[src/rtl/pixel_mem_arbiter_if.sv]
// Bundle of every arbitrated signal around the pixel frame RAM: two writers, VGA fetch, CPU read-back and the RAM ports.
// Pure wiring, no latency of its own.
// Requesters hold *_req until they see the matching *_gnt; VGA is never held off.
interface pixel_mem_arbiter_if #(
    parameter int AW = 18,
    parameter int DW = 32,
    parameter int QW = 8
);
    // Writer 0 (processor store path)
    logic          m0_wr_req;
    logic [AW-1:0] m0_wr_addr;
    logic [DW-1:0] m0_wr_data;
    logic          m0_wr_gnt;

    // Writer 1 (image loader)
    logic          m1_wr_req;
    logic [AW-1:0] m1_wr_addr;
    logic [DW-1:0] m1_wr_data;
    logic          m1_wr_gnt;

    // VGA scan-out fetch (absolute priority on the read port)
    logic          vga_rd_en;
    logic [AW-1:0] vga_rd_addr;

    // Processor read-back
    logic          cpu_rd_req;
    logic [AW-1:0] cpu_rd_addr;
    logic          cpu_rd_gnt;
    logic          cpu_rd_valid;
    logic [QW-1:0] cpu_rd_data;

    // Status
    logic          wr_oob_err;

    // RAM write and read ports
    logic          ram_wren;
    logic [AW-1:0] ram_wraddress;
    logic [DW-1:0] ram_data;
    logic [AW-1:0] ram_rdaddress;
    logic [QW-1:0] ram_q;

    // Arbiter side
    modport slave (
        input  m0_wr_req, m0_wr_addr, m0_wr_data,
        output m0_wr_gnt,
        input  m1_wr_req, m1_wr_addr, m1_wr_data,
        output m1_wr_gnt,
        input  vga_rd_en, vga_rd_addr,
        input  cpu_rd_req, cpu_rd_addr,
        output cpu_rd_gnt, cpu_rd_valid, cpu_rd_data,
        output wr_oob_err,
        output ram_wren, ram_wraddress, ram_data, ram_rdaddress,
        input  ram_q
    );

    // Everything surrounding the arbiter: requesters plus the RAM instance
    modport master (
        output m0_wr_req, m0_wr_addr, m0_wr_data,
        input  m0_wr_gnt,
        output m1_wr_req, m1_wr_addr, m1_wr_data,
        input  m1_wr_gnt,
        output vga_rd_en, vga_rd_addr,
        output cpu_rd_req, cpu_rd_addr,
        input  cpu_rd_gnt, cpu_rd_valid, cpu_rd_data,
        input  wr_oob_err,
        input  ram_wren, ram_wraddress, ram_data, ram_rdaddress,
        output ram_q
    );
endinterface

[src/rtl/pixel_mem_arbiter.sv]
// Owns both pixel frame RAM ports: round-robin write port for m0/m1, VGA-first read port lending idle slots to the CPU.
// Write grant combinational, RAM write issued 1 cycle later; CPU read data valid RD_LAT+1 cycles after its grant.
// Writers/CPU stall by holding req until gnt; VGA is never stalled. Optional stall counters under PIXMEM_ARB_PERF_EN.
module pixel_mem_arbiter #(
    parameter int          AW     = 18,
    parameter int          DW     = 32,
    parameter int          QW     = 8,
    parameter int unsigned DEPTH  = 262144,
    parameter int          RD_LAT = 2
) (
    input  logic        clk,
    input  logic        reset,
`ifdef PIXMEM_ARB_PERF_EN
    input  logic        perf_clr,
    output logic [15:0] m0_stall_cnt,
    output logic [15:0] m1_stall_cnt,
    output logic [15:0] cpu_rd_stall_cnt,
`endif
    pixel_mem_arbiter_if.slave bus
);

    // DEPTH may equal 2**AW, so compare with one extra bit of headroom.
    localparam logic [AW:0] DEPTH_LIM = (AW + 1)'(DEPTH);

    // ------------------------------------------------------------------
    // Write port arbitration
    // ------------------------------------------------------------------
    logic          last_wr;       // index of the most recent write winner
    logic          gnt0;
    logic          gnt1;
    logic          wr_any;
    logic [AW-1:0] sel_addr;
    logic [DW-1:0] sel_data;
    logic          sel_in_range;

    // Round-robin grant: a lone requester always wins, a tie goes to the one that did not win last.
    always_comb begin
        gnt0 = 1'b0;
        gnt1 = 1'b0;
        if (!reset) begin
            if (bus.m0_wr_req && bus.m1_wr_req) begin
                gnt0 = last_wr;
                gnt1 = ~last_wr;
            end else begin
                gnt0 = bus.m0_wr_req;
                gnt1 = bus.m1_wr_req;
            end
        end
    end

    assign wr_any        = gnt0 | gnt1;
    assign bus.m0_wr_gnt = gnt0;
    assign bus.m1_wr_gnt = gnt1;

    // Steer the winning writer's address/data toward the registered issue stage.
    always_comb begin
        sel_addr = bus.m0_wr_addr;
        sel_data = bus.m0_wr_data;
        if (gnt1) begin
            sel_addr = bus.m1_wr_addr;
            sel_data = bus.m1_wr_data;
        end
    end

    assign sel_in_range = ({1'b0, sel_addr} < DEPTH_LIM);

    // Remember the last winner; after reset m0 is favoured on the first tie.
    always_ff @(posedge clk) begin
        if (reset) begin
            last_wr <= 1'b1;
        end else if (gnt0) begin
            last_wr <= 1'b0;
        end else if (gnt1) begin
            last_wr <= 1'b1;
        end
    end

    // ------------------------------------------------------------------
    // Registered write issue and out-of-range tracking
    // ------------------------------------------------------------------
    logic          wren_q;
    logic [AW-1:0] waddr_q;
    logic [DW-1:0] wdata_q;
    logic          oob_q;

    // Issue the granted write one cycle later; out-of-range writes are accepted but never reach the RAM.
    always_ff @(posedge clk) begin
        if (reset) begin
            wren_q  <= 1'b0;
            waddr_q <= '0;
            wdata_q <= '0;
        end else begin
            wren_q <= wr_any & sel_in_range;
            if (wr_any) begin
                waddr_q <= sel_addr;
                wdata_q <= sel_data;
            end
        end
    end

    // Sticky flag for any dropped out-of-range write; only reset clears it.
    always_ff @(posedge clk) begin
        if (reset) begin
            oob_q <= 1'b0;
        end else if (wr_any && !sel_in_range) begin
            oob_q <= 1'b1;
        end
    end

    assign bus.ram_wren      = wren_q;
    assign bus.ram_wraddress = waddr_q;
    assign bus.ram_data      = wdata_q;
    assign bus.wr_oob_err    = oob_q;

    // ------------------------------------------------------------------
    // Read port: VGA first, CPU gets leftover cycles
    // ------------------------------------------------------------------
    logic              rd_gnt;
    logic [RD_LAT-1:0] rd_pipe;     // one bit per CPU read in flight inside the RAM
    logic              rd_vld_q;
    logic [QW-1:0]     rd_dat_q;

    // Unregistered mux so VGA sees the bare RAM latency.
    assign bus.ram_rdaddress = bus.vga_rd_en ? bus.vga_rd_addr : bus.cpu_rd_addr;
    assign rd_gnt            = bus.cpu_rd_req & ~bus.vga_rd_en & ~reset;
    assign bus.cpu_rd_gnt    = rd_gnt;

    // Track CPU reads through the RAM latency; reset drops anything in flight.
    always_ff @(posedge clk) begin
        if (reset) begin
            rd_pipe <= '0;
        end else begin
            rd_pipe[0] <= rd_gnt;
            for (int i = 1; i < RD_LAT; i++) begin
                rd_pipe[i] <= rd_pipe[i-1];
            end
        end
    end

    // Capture ram_q when the tracked read lands and pulse valid the following cycle; data holds until the next return.
    always_ff @(posedge clk) begin
        if (reset) begin
            rd_vld_q <= 1'b0;
            rd_dat_q <= '0;
        end else begin
            rd_vld_q <= rd_pipe[RD_LAT-1];
            if (rd_pipe[RD_LAT-1]) begin
                rd_dat_q <= bus.ram_q;
            end
        end
    end

    assign bus.cpu_rd_valid = rd_vld_q;
    assign bus.cpu_rd_data  = rd_dat_q;

`ifdef PIXMEM_ARB_PERF_EN
    // ------------------------------------------------------------------
    // Stall counters
    // ------------------------------------------------------------------
    logic m0_stall;
    logic m1_stall;
    logic rd_stall;

    assign m0_stall = bus.m0_wr_req  & ~gnt0;
    assign m1_stall = bus.m1_wr_req  & ~gnt1;
    assign rd_stall = bus.cpu_rd_req & ~rd_gnt;

    // Count waiting cycles per requester, saturating at all-ones; clear beats increment.
    always_ff @(posedge clk) begin
        if (reset || perf_clr) begin
            m0_stall_cnt     <= '0;
            m1_stall_cnt     <= '0;
            cpu_rd_stall_cnt <= '0;
        end else begin
            if (m0_stall && (m0_stall_cnt != 16'hFFFF)) begin
                m0_stall_cnt <= m0_stall_cnt + 16'd1;
            end
            if (m1_stall && (m1_stall_cnt != 16'hFFFF)) begin
                m1_stall_cnt <= m1_stall_cnt + 16'd1;
            end
            if (rd_stall && (cpu_rd_stall_cnt != 16'hFFFF)) begin
                cpu_rd_stall_cnt <= cpu_rd_stall_cnt + 16'd1;
            end
        end
    end
`endif

endmodule

[src/flat_wrapper.sv]
// flat-port wrapper written by rule: the top's interface ports become plain ports
module pixel_mem_arbiter_flat 
#(
    parameter int          AW     = 18,
    parameter int          DW     = 32,
    parameter int          QW     = 8,
    parameter int unsigned DEPTH  = 262144,
    parameter int          RD_LAT = 2
)
  (clk, reset, bus_m0_wr_req, bus_m0_wr_addr, bus_m0_wr_data, bus_m0_wr_gnt, bus_m1_wr_req, bus_m1_wr_addr, bus_m1_wr_data, bus_m1_wr_gnt, bus_vga_rd_en, bus_vga_rd_addr, bus_cpu_rd_req, bus_cpu_rd_addr, bus_cpu_rd_gnt, bus_cpu_rd_valid, bus_cpu_rd_data, bus_wr_oob_err, bus_ram_wren, bus_ram_wraddress, bus_ram_data, bus_ram_rdaddress, bus_ram_q);
  pixel_mem_arbiter_if #(.AW(AW), .DW(DW), .QW(QW)) bus_i ();
  input  logic clk;
  input  logic reset;
  input wire logic [$bits(bus_i.m0_wr_req)-1:0] bus_m0_wr_req;
  input wire logic [$bits(bus_i.m0_wr_addr)-1:0] bus_m0_wr_addr;
  input wire logic [$bits(bus_i.m0_wr_data)-1:0] bus_m0_wr_data;
  output wire logic [$bits(bus_i.m0_wr_gnt)-1:0] bus_m0_wr_gnt;
  input wire logic [$bits(bus_i.m1_wr_req)-1:0] bus_m1_wr_req;
  input wire logic [$bits(bus_i.m1_wr_addr)-1:0] bus_m1_wr_addr;
  input wire logic [$bits(bus_i.m1_wr_data)-1:0] bus_m1_wr_data;
  output wire logic [$bits(bus_i.m1_wr_gnt)-1:0] bus_m1_wr_gnt;
  input wire logic [$bits(bus_i.vga_rd_en)-1:0] bus_vga_rd_en;
  input wire logic [$bits(bus_i.vga_rd_addr)-1:0] bus_vga_rd_addr;
  input wire logic [$bits(bus_i.cpu_rd_req)-1:0] bus_cpu_rd_req;
  input wire logic [$bits(bus_i.cpu_rd_addr)-1:0] bus_cpu_rd_addr;
  output wire logic [$bits(bus_i.cpu_rd_gnt)-1:0] bus_cpu_rd_gnt;
  output wire logic [$bits(bus_i.cpu_rd_valid)-1:0] bus_cpu_rd_valid;
  output wire logic [$bits(bus_i.cpu_rd_data)-1:0] bus_cpu_rd_data;
  output wire logic [$bits(bus_i.wr_oob_err)-1:0] bus_wr_oob_err;
  output wire logic [$bits(bus_i.ram_wren)-1:0] bus_ram_wren;
  output wire logic [$bits(bus_i.ram_wraddress)-1:0] bus_ram_wraddress;
  output wire logic [$bits(bus_i.ram_data)-1:0] bus_ram_data;
  output wire logic [$bits(bus_i.ram_rdaddress)-1:0] bus_ram_rdaddress;
  input wire logic [$bits(bus_i.ram_q)-1:0] bus_ram_q;
  assign bus_i.m0_wr_req = bus_m0_wr_req;
  assign bus_i.m0_wr_addr = bus_m0_wr_addr;
  assign bus_i.m0_wr_data = bus_m0_wr_data;
  assign bus_m0_wr_gnt = bus_i.m0_wr_gnt;
  assign bus_i.m1_wr_req = bus_m1_wr_req;
  assign bus_i.m1_wr_addr = bus_m1_wr_addr;
  assign bus_i.m1_wr_data = bus_m1_wr_data;
  assign bus_m1_wr_gnt = bus_i.m1_wr_gnt;
  assign bus_i.vga_rd_en = bus_vga_rd_en;
  assign bus_i.vga_rd_addr = bus_vga_rd_addr;
  assign bus_i.cpu_rd_req = bus_cpu_rd_req;
  assign bus_i.cpu_rd_addr = bus_cpu_rd_addr;
  assign bus_cpu_rd_gnt = bus_i.cpu_rd_gnt;
  assign bus_cpu_rd_valid = bus_i.cpu_rd_valid;
  assign bus_cpu_rd_data = bus_i.cpu_rd_data;
  assign bus_wr_oob_err = bus_i.wr_oob_err;
  assign bus_ram_wren = bus_i.ram_wren;
  assign bus_ram_wraddress = bus_i.ram_wraddress;
  assign bus_ram_data = bus_i.ram_data;
  assign bus_ram_rdaddress = bus_i.ram_rdaddress;
  assign bus_i.ram_q = bus_ram_q;
  pixel_mem_arbiter #(.AW(AW), .DW(DW), .QW(QW), .DEPTH(DEPTH), .RD_LAT(RD_LAT)) u_core (.clk(clk), .reset(reset), .bus(bus_i));
endmodule
[config.mk]
export PLATFORM = sky130hd
export DESIGN_NAME = pixel_mem_arbiter_flat
export DESIGN_NICKNAME = d
export VERILOG_FILES = /design/src/rtl/pixel_mem_arbiter_if.sv /design/src/rtl/pixel_mem_arbiter.sv /design/src/flat_wrapper.sv
export SDC_FILE = /design/constraint.sdc
export NUM_CORES = 1
export LEC_CHECK = 0
export BUFFER_PORTS_ARGS = -buffer_cell sky130_fd_sc_hd__buf_2
export CAP_MARGIN = 5
export CORE_AREA = 2 2 90 92
export CTS_BUF_LIST = sky130_fd_sc_hd__clkbuf_4 sky130_fd_sc_hd__clkbuf_8
export DETAILED_ROUTE_END_ITERATION = 7
export DIE_AREA = 0 0 92 94
export PLACE_DENSITY = 0.74
export SETUP_SLACK_MARGIN = 0.1
export SYNTH_ARGS = -nofsm -noshare
export SYNTH_HDL_FRONTEND = slang
export SYNTH_SLANG_ARGS = --single-unit
[constraint.sdc]
create_clock -name clk -period 2.55 [get_ports clk]
set_input_delay 0.3825 -clock clk [delete_from_list [all_inputs] [get_ports clk]]
set_output_delay 0.3825 -clock clk [all_outputs]
set_load 0.01 [all_outputs]
# [Word-level counts from Yosys, hierarchy flattened]
# Cells that the tools add are included.
[totals] regBits=63 output_inout_bits=82
[op_classes] mux=9 bitwise=6 reduce_logical=2
[ops] cell="$mux W18" count=2
[ops] cell="$mux W32" count=1
[ops] cell="$mux W1" count=6
[ops] cell="$not A1 Y1" count=3
[ops] cell="$and A1 B1 Y1" count=2
[ops] cell="$reduce_bool A2 Y1" count=1
[ops] cell="$logic_and A1 B1 Y1" count=1
[ops] cell="$or A1 B1 Y1" count=1

# [Depth between registers and ports, before layout]
# Gate-level depths: netlist (run 1).
[logic_depth] depth_word=5 depth_mapped=5 depth_no_buf=3

# [Worst setup path after synthesis (run 1)]
# Ideal clock, no wire load.
[synth_timing] path_type="input to output" from="input bus_vga_rd_en" to="output bus_ram_rdaddress[0]" t_arrival_ns=1.103 slack_ns=1.065 cell_stages=2 path_cell_list="clkbuf_1 mux2_2"
[synth_via] elab_chain_cells=1
[synth_lines] element="start, declared" line_no="flat_wrapper.sv:22" rtl="input wire logic [$bits(bus_i.vga_rd_en)-1:0] bus_vga_rd_en;"
[synth_lines] element="$mux W18" line_no="pixel_mem_arbiter.sv:124" rtl="assign bus.ram_rdaddress = bus.vga_rd_en ? bus.vga_rd_addr : bus.cpu_rd_addr;"
[synth_lines] element="end, declared" line_no="flat_wrapper.sv:33" rtl="output wire logic [$bits(bus_i.ram_rdaddress)-1:0] bus_ram_rdaddress;"
# No other way between the ends.

# [Final worst setup path (run 1)]
[layout_timing] from="register u_core.last_wr" to="output bus_m1_wr_gnt"
[layout_via] elab_chain_cells=3
[layout_lines] element="start, declared" line_no="pixel_mem_arbiter.sv:28" rtl="logic last_wr;"
[layout_lines] element="start signal, assigned" line_no="pixel_mem_arbiter.sv:70" rtl="last_wr <= 1'b1;"
[layout_lines] element="start signal, assigned" line_no="pixel_mem_arbiter.sv:72" rtl="last_wr <= 1'b0;"
[layout_lines] element="start signal, assigned" line_no="pixel_mem_arbiter.sv:74" rtl="last_wr <= 1'b1;"
[layout_lines] element="$not A1 Y1" line_no="pixel_mem_arbiter.sv:43" rtl="gnt1 = ~last_wr;"
[layout_lines] element="$mux W1" line_no="pixel_mem_arbiter.sv:41" rtl="if (bus.m0_wr_req && bus.m1_wr_req) begin"
[layout_lines] element="$mux W1" line_no="pixel_mem_arbiter.sv:40" rtl="if (!reset) begin"
[layout_lines] element="end, declared" line_no="flat_wrapper.sv:21" rtl="output wire logic [$bits(bus_i.m1_wr_gnt)-1:0] bus_m1_wr_gnt;"
# No other way between the ends.

==> impl_metrics.yaml, run 1 <==
run_status:
  outcome: "completed"
synthesis:
  syn_nets: 383
  synth_edf_count: 0
  ys_ff_latch: 63
  synth_area_leaders: "dfxtp_1 (48%), a221o_1 (19%), and2_1 (12%), mux2_2 (7.7%), mux2i_1 (3.1%)"
  ys_async_sr_fraction: 0
  yosysWarnings: 0
  postSynthAreaPerCell_um2: 11.3
  syn-cell-area_um2: 2620
  synth_top_area_share: 0.481
  synth_most_common_cell: "dfxtp_1"
  synth.distinct_cells: 19
  yosys_most_used_dff: "dfxtp_1"
  yosysTopAreaCell: "dfxtp_1"
  ys_top_cells_by_count: "dfxtp_1 (63), a221o_1 (50), and2_1 (50)"
  syn_inst: 233
  synth_seq_area_share: 0.481
cts:
  htreeDepth: 3
  cts_hold_buf: 0
  insertion_delay_ps: 330
  root_buffer: "clkbuf_8"
  cts_tree: "built"
  cts_setup_buffers: 0
  clockBufferDepth: 2
  clkSlewWorstSetupHoldPaths_ps: 70
  post_cts_resized: 0
  clock_sinks: 63
  cts_made_buffers: 9
critical_path:
  setup.worst_path.end: "bus_m1_wr_gnt"
  critPathMaxFanout: 23
  cp-start-kind: "flop"
  critPathArrivalTime_ps: 1460
  reg2reg_to: "u_core.bus.ram_wraddress[16]$_SDFFE_PP0P_"
  r2r_slack_ps: 1010
  endpoint_kind: "output port"
  critical_path.slowest_cell: "and3b_2"
  worstPathCellList: "nand2_1 -> and3b_2 -> buf_2"
  slowest_delay_ps: 510
  path_class: "flop to output port"
  ff2ff_path_depth: 4
  startpoint: "u_core.last_wr$_SDFFE_PP1P_"
  required_ps: 2170
  timing.rr.start: "u_core.last_wr$_SDFFE_PP1P_"
pwr:
  combPwrFrac: 0.173
  p_switching_w: 0.000592
  peakVddDrop_v: 0.000276
  powerDensity_nw_per_um2: 600
  p_total_w: 0.00242
  clkPwrFrac: 0.376
  p_int_w: 0.00183
  seq_power_share: 0.451
  swShare: 0.245
  p_leak_nw: 2.08
grt:
  use_met2: 0.322
  use_met3: 0.0498
  use_met1: 0.210
  grt_antenna_before_repair: 1
  grt_util_all_layers: 0.183
  top_usage_layer: "met2"
  grt_max_degree: 51
  overflow: 0
  grt_pass1_wl_um: 12300
  grt_pass1_vias: 2564
die:
  core_area_um2: 7610
  row_count: 32
  io_pins: 232
  die_y_um: 94
  die_area_um2: 8650
  start_util: 0.345
  fp.dieW_um: 92
placed_design:
  detailedPlace.worstSlack_ps: 692
  port_buffers: 230
  placed_cells: 547
  dp_hpwl_um: 6380
  gp_congestion: 0.740
route:
  ant_nets: 0
  wire_per_inst_um: 14.6
  drc_errors: 0
  drtPass1Iterations: 4
  route.vias.total: 2667
  vias_per_cell: 4.73
  drt-initial-drc-count: 105
  totalWireLength_um: 8240
sta:
  max-slew-margin-rel: 0.644
  hold_viol: 0
  rsz0062_at_grt: "false"
  timing.final.ws_setup_ps: 708
  period_needed_ps: 1840
  drv_slew: 0
  max_freq_mhz: 543
  setup_viol_count_final: 0
  worst_slew_pin_slew_ps: 533
  fin_crit_sh: 0.723
  fin_tns_setup_ps: 0
  skew_ps: 8.29
job:
  maxCapViolCount: 0
min_path:
  hp-class: "primary input to flop"
layout:
  fin_cells: 564
  drive_gt1_frac: 0.588
  nNetsFinal: 606
  nFillCells: 703
  area_growth_pct: 53.7
  utilization: 0.530
==> metrics by stage <==
stage                     hold WS [ps]  cell area, um2
after global placement             420            3810
after detailed placement           440            3810
after CTS                          254            4030
after global routing               253            4030
final                              270            4030
after floorplan                    414            2620
==> sequential cells by signal, indices dropped and copies added, names as in the netlist <==
signal	flops
u_core.bus.ram_data	32
u_core.bus.ram_wraddress	18
u_core.bus.cpu_rd_data	8
u_core.rd_pipe	2
u_core.bus.cpu_rd_valid	1
u_core.bus.ram_wren	1
u_core.last_wr	1
==> cell type report <==
class | instances | area (um2) | area share
flip-flops and latches | 63 | 1260 | 0.313
repair buffers | 234 | 1190 | 0.296
clock inverters | 3 | 40.0 | 0.00994
clock buffers | 13 | 173 | 0.0429
multi-input cells | 148 | 1230 | 0.306
well taps | 102 | 128 | 0.0317
diodes | 1 | 2.50 | 0.000621
==> metal layers <==
layer,share of wire,wire length [um]
met2,0.51,4220
met1,0.39,3210
met5,0,0
met4,0.016,130
met3,0.082,677
==> power groups by stage <==
stage	clock network, W	registers, W	logic [W]
floorplan	0	0.00114	0.000165
global placement	0	0.00111	0.000417
detailed placement	0	0.00111	0.000423
CTS	0.000936	0.00109	0.000424
global route	0.000977	0.00110	0.000454
finish	0.000909	0.00109	0.000418
==> cell families (layout without fill, tap and decap cells) <==
| family | after synthesis | count (layout) | share of synthesized area |
|---|---|---|---|
| other | 1 | 2 | 0.00143 |
| AND/OR/NAND/NOR | 70 | 70 | 0.162 |
| AO/OA/AOI/OAI | 51 | 51 | 0.193 |
| multiplexers | 26 | 26 | 0.108 |
| flip-flops | 63 | 63 | 0.481 |
| buffers and inverters | 22 | 250 | 0.0544 |
==> worst min path at each step <==
stage,start,end,slack [ps],cells past startpoint
3_3_place_gp,u_core.rd_pipe[0]$_SDFF_PP0_,u_core.rd_pipe[1]$_SDFF_PP0_,420,1
5_1_grt,bus_m1_wr_data[26],u_core.bus.ram_data[26]$_SDFFE_PP0P_,250,2
6_report,bus_m0_wr_data[27],u_core.bus.ram_data[27]$_SDFFE_PP0P_,270,2
3_5_place_dp,u_core.rd_pipe[0]$_SDFF_PP0_,u_core.rd_pipe[1]$_SDFF_PP0_,440,1
2_1_floorplan,u_core.rd_pipe[0]$_SDFF_PP0_,u_core.rd_pipe[1]$_SDFF_PP0_,410,1
4_1_cts,bus_m0_wr_data[17],u_core.bus.ram_data[17]$_SDFFE_PP0P_,250,2
==> critical path, delay by kind of cell (launching register included) <==
kind | cells | cell delay [ps]
buffers and inverters | 1 | 220
and+or+nand+nor | 2 | 580
DFF | 1 | 330
==> cell usage in the layout, fill, tap and decap left out, drive strengths merged <==
cell type	n
a221o	50
and2	50
and3b	1
buf	234
bufinv	1
clkbuf	13
clkinv	2
conb	1
dfxtp	63
diode	1
mux2	18
mux2i	8
nand2	1
nand2b	1
nor2	10
nor2b	3
nor3	1
nor3b	3
o21ai	1
(Power assumes the default switching activity.)
==> run 2, diff against run 1 <==
PLACE_DENSITY = 0.77   (was 0.74)
clock period = 1.5 ns   (was 2.55 ns; I/O delays follow)
==> impl_metrics.yaml, run 2 (synthesis results as in run 1) <==
run_status:
  outcome: "finished with violations"
  violations: "setup timing"
sta:
  setup_viol_count_final: 1
  fin_crit_sh: 1.01
  max_freq_mhz: 661
  worst_slew_pin_slew_ps: 515
  timing.final.ws_setup_ps: -11.9
  period_needed_ps: 1510
  max-slew-margin-rel: 0.656
  hold_viol: 0
  rsz0062_at_grt: "true"
  fin_tns_setup_ps: -11.9
  drv_slew: 0
  skew_ps: 8.99
route:
  ant_nets: 0
  drtPass1Iterations: 4
  vias_per_cell: 4.93
  wire_per_inst_um: 16.9
  drc_errors: 0
  route.vias.total: 2855
  drt-initial-drc-count: 90
  totalWireLength_um: 9770
cts:
  cts_tree: "built"
  root_buffer: "clkbuf_8"
  clockBufferDepth: 2
  clkSlewWorstSetupHoldPaths_ps: 70
  htreeDepth: 3
  insertion_delay_ps: 330
  clock_sinks: 63
  cts_made_buffers: 9
critical_path:
  required_ps: 1270
  startpoint: "u_core.last_wr$_SDFFE_PP1P_"
  cp.buffers_inverters: 2
  setup.worst_path.end: "bus_m1_wr_gnt"
  cp-start-kind: "flop"
  ff2ff_path_depth: 5
  timing.rr.start: "u_core.last_wr$_SDFFE_PP1P_"
  endpoint_kind: "output port"
  critPathMaxFanout: 3
  critical_path.slowest_cell: "dfxtp_4"
  worstPathCellList: "nand2_2 -> and3b_2 -> buf_12 -> buf_6"
  reg2reg_to: "u_core.bus.ram_data[2]$_SDFFE_PP0P_"
  r2r_slack_ps: 20
  slowest_delay_ps: 370
  critical-path-top-delay-family: "flip-flops"
  critPathArrivalTime_ps: 1290
  worstSetupPathDepth: 4
  path_class: "flop to output port"
layout:
  final_common_cell: "buf_2"
  nNetsFinal: 623
  fin_cells: 579
  utilization: 0.574
  final_cell_area_um2: 4360
  drive_gt1_frac: 0.608
  largest_reg_flops: 32
  diodes: 0
  final_cell_mix: "buf_2 (228), dfxtp_1 (62), and2_1 (50), a221o_1 (50), mux2_2 (18)"
  area_growth_pct: 66.4
die:
  fp.dieW_um: 92
  die_area_um2: 8650
  die_y_um: 94
  core_area_um2: 7610
  io_pins: 232
  row_count: 32
  start_util: 0.345
grt:
  grt_util_all_layers: 0.208
  overflow: 0
  grt_pass1_vias: 2868
  grt_max_degree: 40
  grt_pass1_wl_um: 13800
  grt_antenna_before_repair: 0
pwr:
  powerDensity_nw_per_um2: 938
  p_leak_nw: 2.24
  peakVddDrop_v: 0.000392
min_path:
  hp-class: "primary input to flop"
placed_design:
  placed_cells: 549
  gp_congestion: 0.796
  dp_hpwl_um: 6490
  placed_area_um2: 3850
  port_buffers: 230
  detailedPlace.worstSlack_ps: 79.0
job:
  maxCapViolCount: 0
run 2: cell type report:
| cell class | instances | area [um2] |
|---|---|---|
| sequential | 63 | 1260 |
| clock inverter | 5 | 50.0 |
| timing repair buffer | 251 | 1550 |
| fill | 684 | 3240 |
| tap | 102 | 128 |
| clock buffer | 10 | 131 |
| multi-input combinational | 148 | 1240 |
run 2: per-stage QoR:
stage,hold slack (ps),total power (W)
floorplan,341,0.00222
global placement,416,0.00261
detailed placement,430,0.00262
CTS,97.6,0.00409
global route,103,0.00426
finish,113,0.00409
run 2: power by group:
group          internal (W)  switching, W  total [W]
Clock              0.000765      0.000621    0.00139
Sequential          0.00179     0.0000600    0.00185
Combinational      0.000486      0.000366   0.000852
run 2: worst min-delay path by stage:
stage | slack [ps] | from | end | cells past startpoint
global placement | 420 | u_core.rd_pipe[0]$_SDFF_PP0_ | u_core.rd_pipe[1]$_SDFF_PP0_ | 1
global route | 100 | bus_m0_wr_addr[1] | u_core.bus.ram_wraddress[1]$_SDFFE_PP0P_ | 2
floorplan | 340 | bus_m0_wr_req | u_core.bus.ram_wren$_SDFF_PP0_ | 2
finish | 110 | bus_m0_wr_addr[13] | u_core.bus.ram_wraddress[13]$_SDFFE_PP0P_ | 2
CTS | 100 | bus_m0_wr_data[7] | u_core.bus.ram_data[7]$_SDFFE_PP0P_ | 2
detailed placement | 430 | u_core.rd_pipe[0]$_SDFF_PP0_ | u_core.rd_pipe[1]$_SDFF_PP0_ | 1
run 2: routing by layer:
metal / vias up / track usage / wire length (um)
met5: - / 0 / 0
met4: 0 / 0.0659 / 149
met3: 15 / 0.0538 / 749
met2: 159 / 0.391 / 5060
met1: 1334 / 0.227 / 3810
li1: 1347 / - / -
run 2: worst reg2reg max path: cells and delay by family, from the launching register on:
kind / cells / cell delay [ps]
DFF: 1 / 370
buffers and inverters: 2 / 310
AOI/OAI and AO/OA: 1 / 350
and+or+nand+nor: 2 / 320
run 2: what timing repair did:
item / 4_1_cts / 5_1_grt
resized for setup: 11 / 5
pin swaps: 34 / 5
endpoints found under the hold margin: 0 / 0
endpoints found under the setup margin: 2 / 51
buffers inserted: 5 / 1
hold buffers: 0 / 0
gates cloned: 4 / 5
==> run 3, diff against run 2 <==
SETUP_SLACK_MARGIN = 0.2   (was 0.1)
==> impl_metrics.yaml, run 3 (synthesis results as in run 1) <==
min_path:
  worst_hold_path.num_cells: 2
  hp-class: "primary input to flop"
run_status:
  outcome: "finished with violations"
  violations: "setup timing"
die:
  io_pins: 232
  die_y_um: 94
  core_area_um2: 7610
  row_count: 32
  start_util: 0.345
  fp.dieW_um: 92
  die_area_um2: 8650
route:
  ant_nets: 0
  drc_errors: 0
  totalWireLength_um: 9800
  route.vias.total: 2874
  drt-initial-drc-count: 123
  drtPass1Iterations: 4
  vias_per_cell: 4.92
  wire_per_inst_um: 16.8
pwr:
  powerDensity_nw_per_um2: 920
  peakVddDrop_v: 0.000391
  p_leak_nw: 2.29
  p_total_w: 0.00414
layout:
  area_growth_pct: 71.7
  nNetsFinal: 628
  final_cell_mix: "buf_2 (227), dfxtp_1 (62), and2_1 (50), a221o_1 (50), mux2_2 (18)"
  largest_reg_flops: 32
  fin_cells: 584
  diodes: 0
  final_common_cell: "buf_2"
  drive_gt1_frac: 0.612
  utilization: 0.592
job:
  maxCapViolCount: 0
sta:
  max-slew-margin-rel: 0.664
  timing.final.ws_setup_ps: -54.4
  rsz0062_at_grt: "true"
  skew_ps: 7.11
  drv_slew: 0
  setup_viol_count_final: 21
  hold_viol: 0
  period_needed_ps: 1550
  worst_slew_pin_slew_ps: 504
  max_freq_mhz: 643
  fin_crit_sh: 1.04
grt:
  grt_pass1_vias: 2925
  grt_antenna_before_repair: 0
  grt_util_all_layers: 0.214
  grt_max_degree: 40
  overflow: 0
  grt_pass1_wl_um: 14100
cts:
  clkSlewWorstSetupHoldPaths_ps: 70
  cts_made_buffers: 9
  htreeDepth: 3
  cts_hold_buf: 0
  root_buffer: "clkbuf_8"
  insertion_delay_ps: 330
  clock_sinks: 63
  clockBufferDepth: 2
  cts_tree: "built"
placed_design:
  detailedPlace.worstSlack_ps: 79.0
  gp_congestion: 0.796
  placed_cells: 549
  dp_hpwl_um: 6490
  port_buffers: 230
critical_path:
  critPathArrivalTime_ps: 1760
  path_class: "flop to flop"
  critPathMaxFanout: 6
  endpoint_kind: "flop"
  cp-start-kind: "flop"
  ff2ff_path_depth: 6
  required_ps: 1710
[run 3: changes by cell type in the layout (fill, tap and decap cells not counted)]
| cell | change |
|---|---|
| buf_4 | -1 |
| buf_2 | -1 |
| buf_8 | +2 |
| buf_16 | +5 |
| buf_12 | +2 |
| clkbuf_16 | -1 |
| bufbuf_16 | -1 |
[run 3: final timing paths]
path	start	end	slack (ps)
setup / recovery	u_core.last_wr$_SDFFE_PP1P_	u_core.bus.ram_data[25]$_SDFFE_PP0P_	-50
hold / removal	bus_m0_wr_addr[13]	u_core.bus.ram_wraddress[13]$_SDFFE_PP0P_	110
setup reg to reg	u_core.last_wr$_SDFFE_PP1P_	u_core.bus.ram_data[25]$_SDFFE_PP0P_	-50
hold reg to reg	u_core.rd_pipe[0]$_SDFF_PP0_	u_core.rd_pipe[1]$_SDFF_PP0_	440
[run 3: stage by stage]
step / hold slack [ps] / setup TNS, ps / instance area, um2
4_1_cts: 97.6 / -255 / 4420
2_1_floorplan: 341 / 0 / 2620
3_5_place_dp: 430 / 0 / 3850
3_3_place_gp: 416 / 0 / 3850
6_report: 113 / -418 / 4500
5_1_grt: 103 / -1320 / 4500
[run 3: area by class of cell]
class                      count  area (um2)
clock inverter                 5        50.0
clock buffer                  10         131
timing repair buffer         256        1690
fill                         668        3110
multi-input combinational    148        1240
sequential                    63        1260
tap                          102         128
[run 3: power by group]
part	switching, W	internal [W]
clock network	0.000625	0.000765
registers	0.0000592	0.00179
logic	0.000377	0.000519
[run 3: worst max-delay path, cell delays in order (launching register included)]
cell	delay, ps
dfxtp_4	370
nand2_2	50
and3b_2	270
buf_12	170
buf_12	120
buf_16	120
a221o_1	330
[run 3: per-layer routing]
layer,GRT usage,up-vias,share of wire
li1,-,1360,-
met1,0.227,1341,0.38
met2,0.410,157,0.53
met3,0.0570,16,0.077
met4,0.0697,0,0.018
met5,0,-,0
[run 3: repair_timing]
item,CTS,global route
pin swaps,31,24
buffers inserted,9,1
cloned,8,2
endpoints found under the setup margin,62,52
resized for setup,21,7
